## src/rtl/load_unit.sv

```systemverilog
// load_unit: single-outstanding load engine between a pipeline and a simple
// read bus. Checks the address (alignment and memory map), issues a
// word-aligned bus read, waits for the response with a timeout, then returns
// the byte/half/word lane aligned to bit 0 and sign- or zero-extended.
//
// Ports:
//   clk          rising-edge clock
//   reset        asynchronous, active-high reset
//   Req          interrupt/flush: blocks new loads, aborts an outstanding one
//   ld_valid     load request present this cycle
//   addr         byte address of the load
//   LSOp         access size: 01 byte, 10 half, 11 word, 00 none
//   sign_ext     1 = sign-extend byte/half, 0 = zero-extend
//   ld_ready     unit idle; a request is accepted this cycle
//   mem_rd_en    bus read strobe, held until response, abort or timeout
//   mem_addr     word-aligned bus address of the outstanding load
//   mem_rdata    bus read data, valid with mem_rvalid
//   mem_rvalid   bus read response
//   stall        hold the upstream pipeline
//   rd_data      aligned, extended load result (held between loads)
//   rd_valid     one-cycle pulse, rd_data valid
//   MEM_EXC_AdEL one-cycle pulse, address error on load
//   bus_err      one-cycle pulse, response timeout
module load_unit #(
    parameter int unsigned TIMEOUT = 16
) (
    input  logic        clk,
    input  logic        reset,
    input  logic        Req,
    input  logic        ld_valid,
    input  logic [31:0] addr,
    input  logic [1:0]  LSOp,
    input  logic        sign_ext,
    output logic        ld_ready,
    output logic        mem_rd_en,
    output logic [31:0] mem_addr,
    input  logic [31:0] mem_rdata,
    input  logic        mem_rvalid,
    output logic        stall,
    output logic [31:0] rd_data,
    output logic        rd_valid,
    output logic        MEM_EXC_AdEL,
    output logic        bus_err
);

    localparam int unsigned CW = $clog2(TIMEOUT + 1);
    localparam logic [CW-1:0] CNT_LAST = CW'(TIMEOUT - 1);

    localparam logic [1:0] OP_BYTE = 2'b01;
    localparam logic [1:0] OP_HALF = 2'b10;
    localparam logic [1:0] OP_WORD = 2'b11;

    typedef enum logic [1:0] {
        S_IDLE,
        S_WAIT,
        S_DONE
    } state_t;

    state_t          state;
    state_t          next_state;
    logic [CW-1:0]   cnt;
    logic [29:0]     word_addr;
    logic [1:0]      cap_off;
    logic [1:0]      cap_size;
    logic            cap_sign;

    logic            qualified;
    logic            in_dm;
    logic            in_tc0;
    logic            in_tc1;
    logic            in_stall;
    logic            adel;
    logic            accept;
    logic            reject;
    logic            load_data;
    logic            timeout;
    logic [31:0]     ext_data;

    // Address-error decode on the incoming request.
    always_comb begin
        in_dm    = (addr <= 32'h0000_2fff);
        in_tc0   = (addr >= 32'h0000_7f00) && (addr <= 32'h0000_7f0b);
        in_tc1   = (addr >= 32'h0000_7f10) && (addr <= 32'h0000_7f1b);
        in_stall = (addr >= 32'h0000_7f20) && (addr <= 32'h0000_7f23);
        adel = 1'b0;
        if ((LSOp == OP_WORD) && (addr[1:0] != 2'b00))
            adel = 1'b1;
        if ((LSOp == OP_HALF) && addr[0])
            adel = 1'b1;
        if (!(in_dm || in_tc0 || in_tc1 || in_stall))
            adel = 1'b1;
        // Timer registers only support full-word access.
        if (((LSOp == OP_BYTE) || (LSOp == OP_HALF)) && (in_tc0 || in_tc1))
            adel = 1'b1;
    end

    assign qualified = ld_valid && (LSOp != 2'b00) && !Req;

    // Lane extraction and extension of the bus response.
    always_comb begin
        ext_data = mem_rdata;
        case (cap_size)
            OP_BYTE: begin
                logic [7:0] b;
                case (cap_off)
                    2'b00:   b = mem_rdata[7:0];
                    2'b01:   b = mem_rdata[15:8];
                    2'b10:   b = mem_rdata[23:16];
                    default: b = mem_rdata[31:24];
                endcase
                ext_data = {{24{cap_sign & b[7]}}, b};
            end
            OP_HALF: begin
                logic [15:0] h;
                h = cap_off[1] ? mem_rdata[31:16] : mem_rdata[15:0];
                ext_data = {{16{cap_sign & h[15]}}, h};
            end
            default: ext_data = mem_rdata;
        endcase
    end

    always_ff @(posedge clk or posedge reset) begin
        if (reset)
            state <= S_IDLE;
        else
            state <= next_state;
    end

    always_comb begin
        next_state = state;
        accept     = 1'b0;
        reject     = 1'b0;
        load_data  = 1'b0;
        timeout    = 1'b0;
        ld_ready   = 1'b0;
        mem_rd_en  = 1'b0;
        rd_valid   = 1'b0;
        stall      = 1'b0;
        case (state)
            S_IDLE: begin
                ld_ready = 1'b1;
                if (qualified) begin
                    if (adel) begin
                        reject = 1'b1;
                    end else begin
                        accept     = 1'b1;
                        stall      = 1'b1;
                        next_state = S_WAIT;
                    end
                end
            end
            S_WAIT: begin
                mem_rd_en = 1'b1;
                stall     = 1'b1;
                // Abort beats a response; a response beats the timeout.
                if (Req) begin
                    next_state = S_IDLE;
                end else if (mem_rvalid) begin
                    load_data  = 1'b1;
                    next_state = S_DONE;
                end else if (cnt == CNT_LAST) begin
                    timeout    = 1'b1;
                    next_state = S_IDLE;
                end
            end
            S_DONE: begin
                rd_valid   = 1'b1;
                next_state = S_IDLE;
            end
            default: next_state = S_IDLE;
        endcase
    end

    always_ff @(posedge clk or posedge reset) begin
        if (reset) begin
            cnt          <= '0;
            word_addr    <= '0;
            cap_off      <= '0;
            cap_size     <= '0;
            cap_sign     <= 1'b0;
            rd_data      <= '0;
            MEM_EXC_AdEL <= 1'b0;
            bus_err      <= 1'b0;
        end else begin
            MEM_EXC_AdEL <= reject;
            bus_err      <= timeout;
            if (accept) begin
                cnt       <= '0;
                word_addr <= addr[31:2];
                cap_off   <= addr[1:0];
                cap_size  <= LSOp;
                cap_sign  <= sign_ext;
            end else if ((state == S_WAIT) && !mem_rvalid) begin
                cnt <= cnt + 1'b1;
            end
            if (load_data)
                rd_data <= ext_data;
        end
    end

    assign mem_addr = {word_addr, 2'b00};

endmodule
```

## config.mk

```make
export PLATFORM = sky130hd
export DESIGN_NAME = load_unit
export DESIGN_NICKNAME = d
export VERILOG_FILES = /design/src/rtl/load_unit.sv
export SDC_FILE = /design/constraint.sdc
export NUM_CORES = 1
export LEC_CHECK = 0
export ABC_CLOCK_PERIOD_IN_PS = 4400
export CORE_AREA = 2 2 112 114
export DETAILED_ROUTE_END_ITERATION = 10
export DIE_AREA = 0 0 114 116
export GPL_TIMING_DRIVEN = 1
export PLACE_DENSITY_LB_ADDON = 0.25
export SYNTH_ARGS = -nofsm -noshare
export SYNTH_HDL_FRONTEND = slang
export SYNTH_SLANG_ARGS = --single-unit
```

## constraint.sdc

```tcl
create_clock -name clk -period 4.4 [get_ports clk]
set_input_delay 0.66 -clock clk [delete_from_list [all_inputs] [get_ports clk]]
set_output_delay 0.66 -clock clk [all_outputs]
set_load 0.01 [all_outputs]
```

# After elaboration in Yosys (flattened, before gate mapping)
# Index checks and enable logic that the tools add are counted.
[word_totals]
ff_bits = 76
latch_bits = 0
ram_bits = 0
rom_bits = 0
input_bits = 72
word_cells = 87
memories = 0
[classes]
addsub = 1
multipliers = 0
n_div = 0
n_lt_le_gt_ge = 7
n_eq_ne = 13
shifts = 0
muxes = 33
bitwise = 2
n_reduce_logical = 22
[op_table]
columns = ["cell", "n"]
rows = [
  ["$ge A32 B15 Y1 const B", 3],
  ["$le A32 B15 Y1 const B", 3],
  ["$pmux W32 S2", 1],
  ["$le A32 B14 Y1 const B", 1],
  ["$pmux W8 S3", 1],
  ["$mux W1", 20],
  ["$mux W16", 1],
  ["$eq A2 B2 Y1 const B", 5],
  ["$mux W2", 5],
  ["$mux W5", 2],
  ["$logic_and A1 B1 Y1", 9],
  ["$eq A2 B1 Y1 const B", 4],
  ["$mux W8", 1],
  ["$reduce_bool A2 Y1", 3],
  ["$add A5 B1 Y5 const B", 1],
  ["$eq A5 B4 Y1 const B", 1],
  ["$logic_or A1 B1 Y1", 5],
  ["$logic_not A2 Y1", 2],
  ["$ne A2 B2 Y1 const B", 2],
  ["$ne A4 B4 Y1 const B", 1],
  ["$pmux W2 S2", 1],
  ["$reduce_and A3 Y1", 1],
  ["$and A1 B1 Y1", 2],
  ["$logic_not A1 Y1", 2],
  ["$pmux W1 S2", 1],
]

# Longest topological paths before layout
# Gate-level depths: netlist of the first run.
[depth]
ltp_word = 11
ltp_mapped = 9

# Worst setup path after synthesis of the first run
# OpenSTA, ideal clock, no wires.
[synth_timing]
kind = "input-to-output"
startpoint = "input LSOp[0]"
endpoint = "output stall"
arrival_ps = 1954
required_ps = 3740
slack_ps = 1786
cell_stages = 8
path_cell_list = "inv_1 > ha_1 > o21ai_0 > nand3_1 > a211oi_1 > nand3b_4 > clkbuf_1 > nand2_1"
[synth_via]
elab_chain_len = 9
elab_cells_between_ends = 17
classes_between = "eq/ne: 3; mux: 7; reduce/logical: 7"
[synth_rtl]
columns = ["item", "line", "rtl"]
rows = [
  ["start, declared", "32", "input logic [1:0] LSOp,"],
  ["$eq A2 B2 Y1", "86", "if ((LSOp == OP_WORD) && (addr[1:0] != 2'b00))"],
  ["$logic_and A1 B1 Y1", "86", ""],
  ["$mux W1", "86", ""],
  ["$mux W1", "88", "if ((LSOp == OP_HALF) && addr[0])"],
  ["$mux W1", "90", "if (!(in_dm || in_tc0 || in_tc1 || in_stall))"],
  ["$mux W1", "93", "if (((LSOp == OP_BYTE) || (LSOp == OP_HALF)) && (in_tc0 || in_tc1))"],
  ["$mux W1", "143", "if (adel) begin"],
  ["$mux W1 *", "142", "if (qualified) begin"],
  ["$pmux W1 S2 *", "139", "case (state)"],
  ["end, declared", "39", "output logic stall,"],
]
# Mark *: on every way between the ends. The rest lies on a longest branch, timed or not.

# Worst setup path in the final report of the first run
# Ends and elaborated chain as after synthesis.

==> results of run 1 <==
stage by stage:
stage | instance area (um^2) | util [%] | power (mW)
finish | 5340 | 44.8 | 1.55
global route | 5340 | 44.8 | 1.62
CTS | 5340 | 44.8 | 1.57
detailed placement | 5070 | 42.6 | 0.882
global placement | 5070 | 42.6 | 0.880
floorplan | 3550 | - | 0.777
synthesized netlist by cell type (5+ instances only):
cell type	n	area, um^2
ha_1	7	87.6
dfrtp_1	76	1900
nand2_1	48	180
a221oi_1	7	61.3
clkbuf_1	13	48.8
a22o_1	7	61.3
nor2_1	22	82.6
a22oi_1	8	60.1
a21oi_1	19	95.1
a21o_1	8	60.1
o21ai_0	19	95.1
nor4_1	5	31.3
mux2_2	5	56.3
inv_1	14	52.6
and2_1	22	138
mux2_4	14	210
logic make-up (layout without fill, tap and decap cells):
kind of cell | Yosys count | count (layout) | synth area share [%]
other cells | 1 | 2 | 0.106
compound gates | 81 | 81 | 15.2
fa+ha+maj | 7 | 7 | 2.47
xor+xnor | 3 | 3 | 0.740
flops | 76 | 76 | 53.6
buf+inv | 34 | 174 | 4.26
mux | 22 | 22 | 8.35
simple gates | 112 | 112 | 15.3
power breakdown:
part / switching [mW] / total (mW) / leakage [nW] / internal [mW]
sequential: 0.00698 / 0.718 / 1.04 / 0.711
combinational: 0.0606 / 0.150 / 1.35 / 0.0895
clock: 0.273 / 0.680 / 0.135 / 0.408
worst max-delay path by stage:
| stage | startpoint | to | slack, ps | depth (start not counted) |
|---|---|---|---|---|
| after floorplan | LSOp[0] | stall | 1790 | 8 |
| after global placement | LSOp[0] | stall | 860 | 9 |
| after detailed placement | LSOp[0] | stall | 830 | 9 |
| after CTS | LSOp[0] | stall | 820 | 9 |
| after global routing | LSOp[0] | stall | 700 | 9 |
| final | LSOp[0] | stall | 830 | 9 |
routing by layer:
layer  up-vias  wire (um)  global-route usage (%)
li1       1432          -                       -
met1      1438       4460                    20.1
met2       116       4480                    24.8
met3        10        805                    4.45
met4         0        142                    5.37
met5         -          0                       0
placed cells by master, fill, tap and decap left out, types with 8 or more instances in the layout:
master / instances
dfrtp_1: 76
and2_1: 22
a21oi_1: 19
o21ai_0: 19
inv_1: 13
clkdlybuf4s50_1: 139
mux2_4: 14
a22oi_1: 8
a21o_1: 8
clkbuf_16: 9
nor2_1: 22
nand2_1: 48
final cells by class:
cell class | instances | area [um^2]
Timing Repair Buffer | 143 | 1420
Inverter | 16 | 61.3
Clock buffer | 13 | 260
Multi-Input combinational cell | 227 | 1500
Fill cell | 1146 | 6570
Tap cell | 147 | 184
Sequential cell | 76 | 1900
Clock inverter | 2 | 10.0
state kept, by name (all words and copies together) (netlist names):
name          cells
rd_data          32
word_addr        30
cnt               5
cap_off           2
cap_size          2
state             2
MEM_EXC_AdEL      1
bus_err           1
cap_sign          1
critical path, delay by kind of cell:
kind                       cells  cell delay [ps]
buffers and inverters          3             1110
AOI/OAI and AO/OA              2              640
and+or+nand+nor                3              310
adders and majority gates      1              200
==> impl_metrics.json, run 1 <==
{
  "clockBufferDepth": 2,
  "drtIter0Drc": 159,
  "fin_crit_sh_pct": 81.2,
  "rrSetupSlack_ps": 1350,
  "hold_depth": 1,
  "firstDrtPassIters": 4,
  "path_common_cell": "clkdlybuf4s50_1",
  "hold_path_class": "flop to flop",
  "fin_ws_ps": 829,
  "drc": 0,
  "rows": 40,
  "path_clk_slew_ps": 60,
  "hold_violations": 0,
  "start_util_pct": 29.8,
  "viasPerCell": 4.80,
  "cts.repair.resized": 0,
  "cts_setup_buffers": 0,
  "setup_viol": 0,
  "crit_path_start_kind": "input pin",
  "pre_cts_ws_ps": 829,
  "vias": 2996,
  "cts_tree": "built",
  "antenna_found_initial": 0,
  "rsz0062_at_grt": "no",
  "ys_types": 44,
  "gr-total-overflow": 0,
  "cts_hold_buffers": 0,
  "crit-reg2reg-capture": "rd_data[19]",
  "cts_sinks": 76,
  "coreArea_um2": 11900,
  "cp_data_required_time_ps": 3740,
  "skew_ps": 3.93,
  "reg2reg_from": "cap_size[0]",
  "antenna_left": 0,
  "relSlewSlack_pct": 38.9,
  "grt_usage_pct": 15.5,
  "synth_edf_count": 0,
  "outcome": "complete, no violations",
  "final_layout_size_suffix_gt1_share_pct": 8.39,
  "fmax_ghz": 0.280,
  "ys.flop_type": "dfrtp_1",
  "syn_to_final_growth_pct": 50.4,
  "diodes": 0,
  "grt_max_degree": 52,
  "place_inst": 609,
  "num-nets-final": 552,
  "reg2reg_depth": 6,
  "hold_path_end": "rd_data[12]",
  "port_buffers": 139,
  "wirelength_um": 9880,
  "ir_drop_uv": 186,
  "maxCapViolations": 0,
  "hp-start": "rd_data[12]",
  "dieWidth_um": 114,
  "worst_pin_slew_ps": 916,
  "power_density_nw_per_um2": 290,
  "ys_seq_area_share_pct": 53.6,
  "path_max_fanout": 3,
  "crit_chain": "clkdlybuf4s50_1 -> inv_1 -> ha_1 -> o21ai_0 -> nand3_1 -> a211oi_1 -> nand3b_4 -> nand2_1 -> clkdlybuf4s50_1",
  "whs_ps": 480,
  "path_class": "input pin to output port",
  "fin_crit_ps": 3570,
  "stdcell_count": 624,
  "dieArea_um2": 13200,
  "ioPinCount": 142,
  "final_max_slew_viol_count": 0,
  "cpPeakStageDelay_ps": 540,
  "leakagePower_nw": 2.53,
  "cts-root-buf": "clkbuf_16",
  "synth_cells": 336,
  "yosysWarningCount": 0,
  "gp_congestion": 0.753,
  "critPathCaptureType": "output port",
  "clk_latency_ps": 330,
  "critPathSlowestCell": "clkdlybuf4s50_1",
  "arrival_ps": 2910,
  "synthArstFlopShare_pct": 100,
  "tns_ps": 0,
  "grt_pass1_wl_um": 15900,
  "cts_max_level": 3,
  "die_h_um": 116,
  "syn-mean-instance-area_um2": 10.6,
  "post_drt_wl_per_cell_um": 15.8,
  "netlist_area_um2": 3550,
  "numCtsBuffers": 9,
  "grt_pass1_vias": 3045,
  "dp_hpwl_um": 7130,
  "synth-seq-cells": 76
}
No activity file was read; power rests on OpenSTA's default activity.
==> inputs of run 2 (changes only) <==
--- a/config.mk
+++ b/config.mk
@@ -5,7 +5,7 @@
 export SDC_FILE = /design/constraint.sdc
 export NUM_CORES = 1
 export LEC_CHECK = 0
-export ABC_CLOCK_PERIOD_IN_PS = 4400
+export ABC_CLOCK_PERIOD_IN_PS = 3000
 export CORE_AREA = 2 2 112 114
 export DETAILED_ROUTE_END_ITERATION = 10
 export DIE_AREA = 0 0 114 116
==> constraint.sdc (replaced) <==
create_clock -name clk -period 3 [get_ports clk]
set_input_delay 0.45 -clock clk [delete_from_list [all_inputs] [get_ports clk]]
set_output_delay 0.45 -clock clk [all_outputs]
set_load 0.01 [all_outputs]
==> run 2 against run 1 <==
- clock skew up 4.3 ps
- via count fell by 0.17%
- clock power increased by 47%
- worst hold slack worse by 1.4 ps
- die area unchanged
- largest power group unchanged
- first-iteration DRC count down 13%
- highest routed layer unchanged
- critical path depth increased by 1
- critical endpoint unchanged
- core utilization grew 0.54 points
- combinational power is 51% higher
- sequential power grew 46%
- total power up 47%
- sequential cell count did not move
==> impl_metrics.json, run 2 (synthesis results as in run 1) <==
{
  "cts_tree": "built",
  "start_util_pct": 29.8,
  "antenna_found_initial": 0,
  "grt_pass1_vias": 2998,
  "reg_top3": "rd_data: 32 flops, word_addr: 30 flops, cnt: 5 flops",
  "cts_hold_buffers": 0,
  "arrival_ps": 2300,
  "ioPinCount": 142,
  "total_power_mw": 2.28,
  "coreArea_um2": 11900,
  "gp_congestion": 0.764,
  "crit_chain": "clkdlybuf4s50_1 -> inv_1 -> ha_1 -> o21ai_0 -> nand3_1 -> a211oi_1 -> buf_4 -> nand3b_4 -> nand2_1 -> dlygate4sd2_1",
  "dieWidth_um": 114,
  "crit_buf_inv": 4,
  "final_common_cell": "clkdlybuf4s50_1",
  "reg2reg_from": "cap_size[0]",
  "skew_ps": 8.22,
  "multi_input_area_um2": 1500,
  "path_max_fanout": 3,
  "cpPeakStageDelay_ps": 500,
  "critPathSlowestCell": "clkdlybuf4s50_1",
  "dieArea_um2": 13200,
  "relSlewSlack_pct": 52.5,
  "reg2reg_depth": 7,
  "use_met3_pct": 4.24,
  "final_layout_size_suffix_gt1_share_pct": 9.71,
  "path_clk_slew_ps": 60,
  "cts_setup_buffers": 0,
  "grt_max_degree": 42,
  "hp-start": "rd_data[12]",
  "power_density_nw_per_um2": 422,
  "fin_area_um2": 5400,
  "gr-total-overflow": 0,
  "die_h_um": 116,
  "cts-root-buf": "clkbuf_16",
  "rrSetupSlack_ps": 920,
  "layout_common_cells": "clkdlybuf4s50_1, dfrtp_1, nand2_1",
  "dp_hpwl_um": 7300,
  "numCtsBuffers": 9,
  "vias": 2991,
  "maxCapViolations": 0,
  "worst_pin_slew_ps": 712,
  "crit_start": "LSOp[0]",
  "clk_latency_ps": 330,
  "met1_usage_pct": 20.0,
  "grt_pass1_wl_um": 15400,
  "tns_ps": 0,
  "firstDrtPassIters": 4,
  "num-nets-final": 559,
  "rsz0062_at_grt": "no",
  "syn_to_final_growth_pct": 52.2,
  "hold_path_class": "flop to flop",
  "crit_family": "buffers and inverters",
  "hold_depth": 1,
  "critPathCaptureType": "output port",
  "cp_data_required_time_ps": 2550,
  "setup_viol": 0,
  "clockBufferDepth": 2,
  "cts_max_level": 3,
  "top_usage_layer": "met2",
  "leakagePower_nw": 2.57,
  "fmax_ghz": 0.364,
  "hold_violations": 0,
  "use_met2_pct": 23.7,
  "port_buffers": 139,
  "antenna_left": 0,
  "path_class": "input pin to output port",
  "fin_crit_sh_pct": 91.6,
  "ir_drop_uv": 186,
  "post_drt_wl_per_cell_um": 15.6,
  "viasPerCell": 4.74,
  "cts_sinks": 76,
  "fin_crit_ps": 2750,
  "crit-reg2reg-capture": "rd_data[2]",
  "largest-register": "rd_data",
  "wirelength_um": 9860,
  "final_max_slew_viol_count": 0,
  "placed_cell_area_um2": 5130,
  "grt_usage_pct": 15.2,
  "fillers": 1151,
  "hold_path_end": "rd_data[12]",
  "regArea_um2": 1900,
  "drtIter0Drc": 138,
  "rows": 40,
  "largest_reg_flops": 32,
  "crit_path_start_kind": "input pin",
  "outcome": "complete, no violations",
  "diodes": 0,
  "drc": 0
}
[run 2: layout make-up]
| class | instances | share of cell area (%) |
|---|---|---|
| clock inverter | 2 | 0.185 |
| tap | 147 | 3.40 |
| sequential | 76 | 35.2 |
| timing repair buffer | 150 | 27.5 |
| inverter | 16 | 1.13 |
| clock buffer | 13 | 4.82 |
| multi-input combinational | 227 | 27.8 |
[run 2: report_power, final]
group	internal, mW	switching [mW]	total [mW]
Sequential	1.04	0.0102	1.05
Combinational	0.136	0.0904	0.226
Clock	0.598	0.403	1.00
[run 2: how the worst max path moves through the flow]
stage	slack, ps	cells after the start	to
2_1_floorplan	610	1	MEM_EXC_AdEL
3_3_place_gp	1	10	stall
3_5_place_dp	6	10	stall
6_report	250	10	stall
4_1_cts	260	10	stall
5_1_grt	160	10	stall
[run 2: through the flow]
| step | instances | hold slack (ps) | setup WS (ps) | utilization [%] |
|---|---|---|---|---|
| finish | 631 | 478 | 252 | 45.4 |
| global route | 631 | 497 | 161 | 45.4 |
| CTS | 631 | 483 | 259 | 45.4 |
| detailed placement | 616 | 470 | 5.87 | 43.1 |
| global placement | 616 | 466 | 1.01 | 43.1 |
| floorplan | 337 | 495 | 612 | - |
[run 2: per-layer routing]
metal,up-vias,share of wire (%),wire [um]
met5,-,0,0
met4,0,1.6,159
met3,13,7.9,777
met2,115,45,4450
met1,1415,45,4470
li1,1448,-,-
[run 2: what timing repair did]
item,in CTS,in global routing
gates resized for setup,1,0
hold endpoints to repair,0,0
endpoints found under the setup margin,1,0
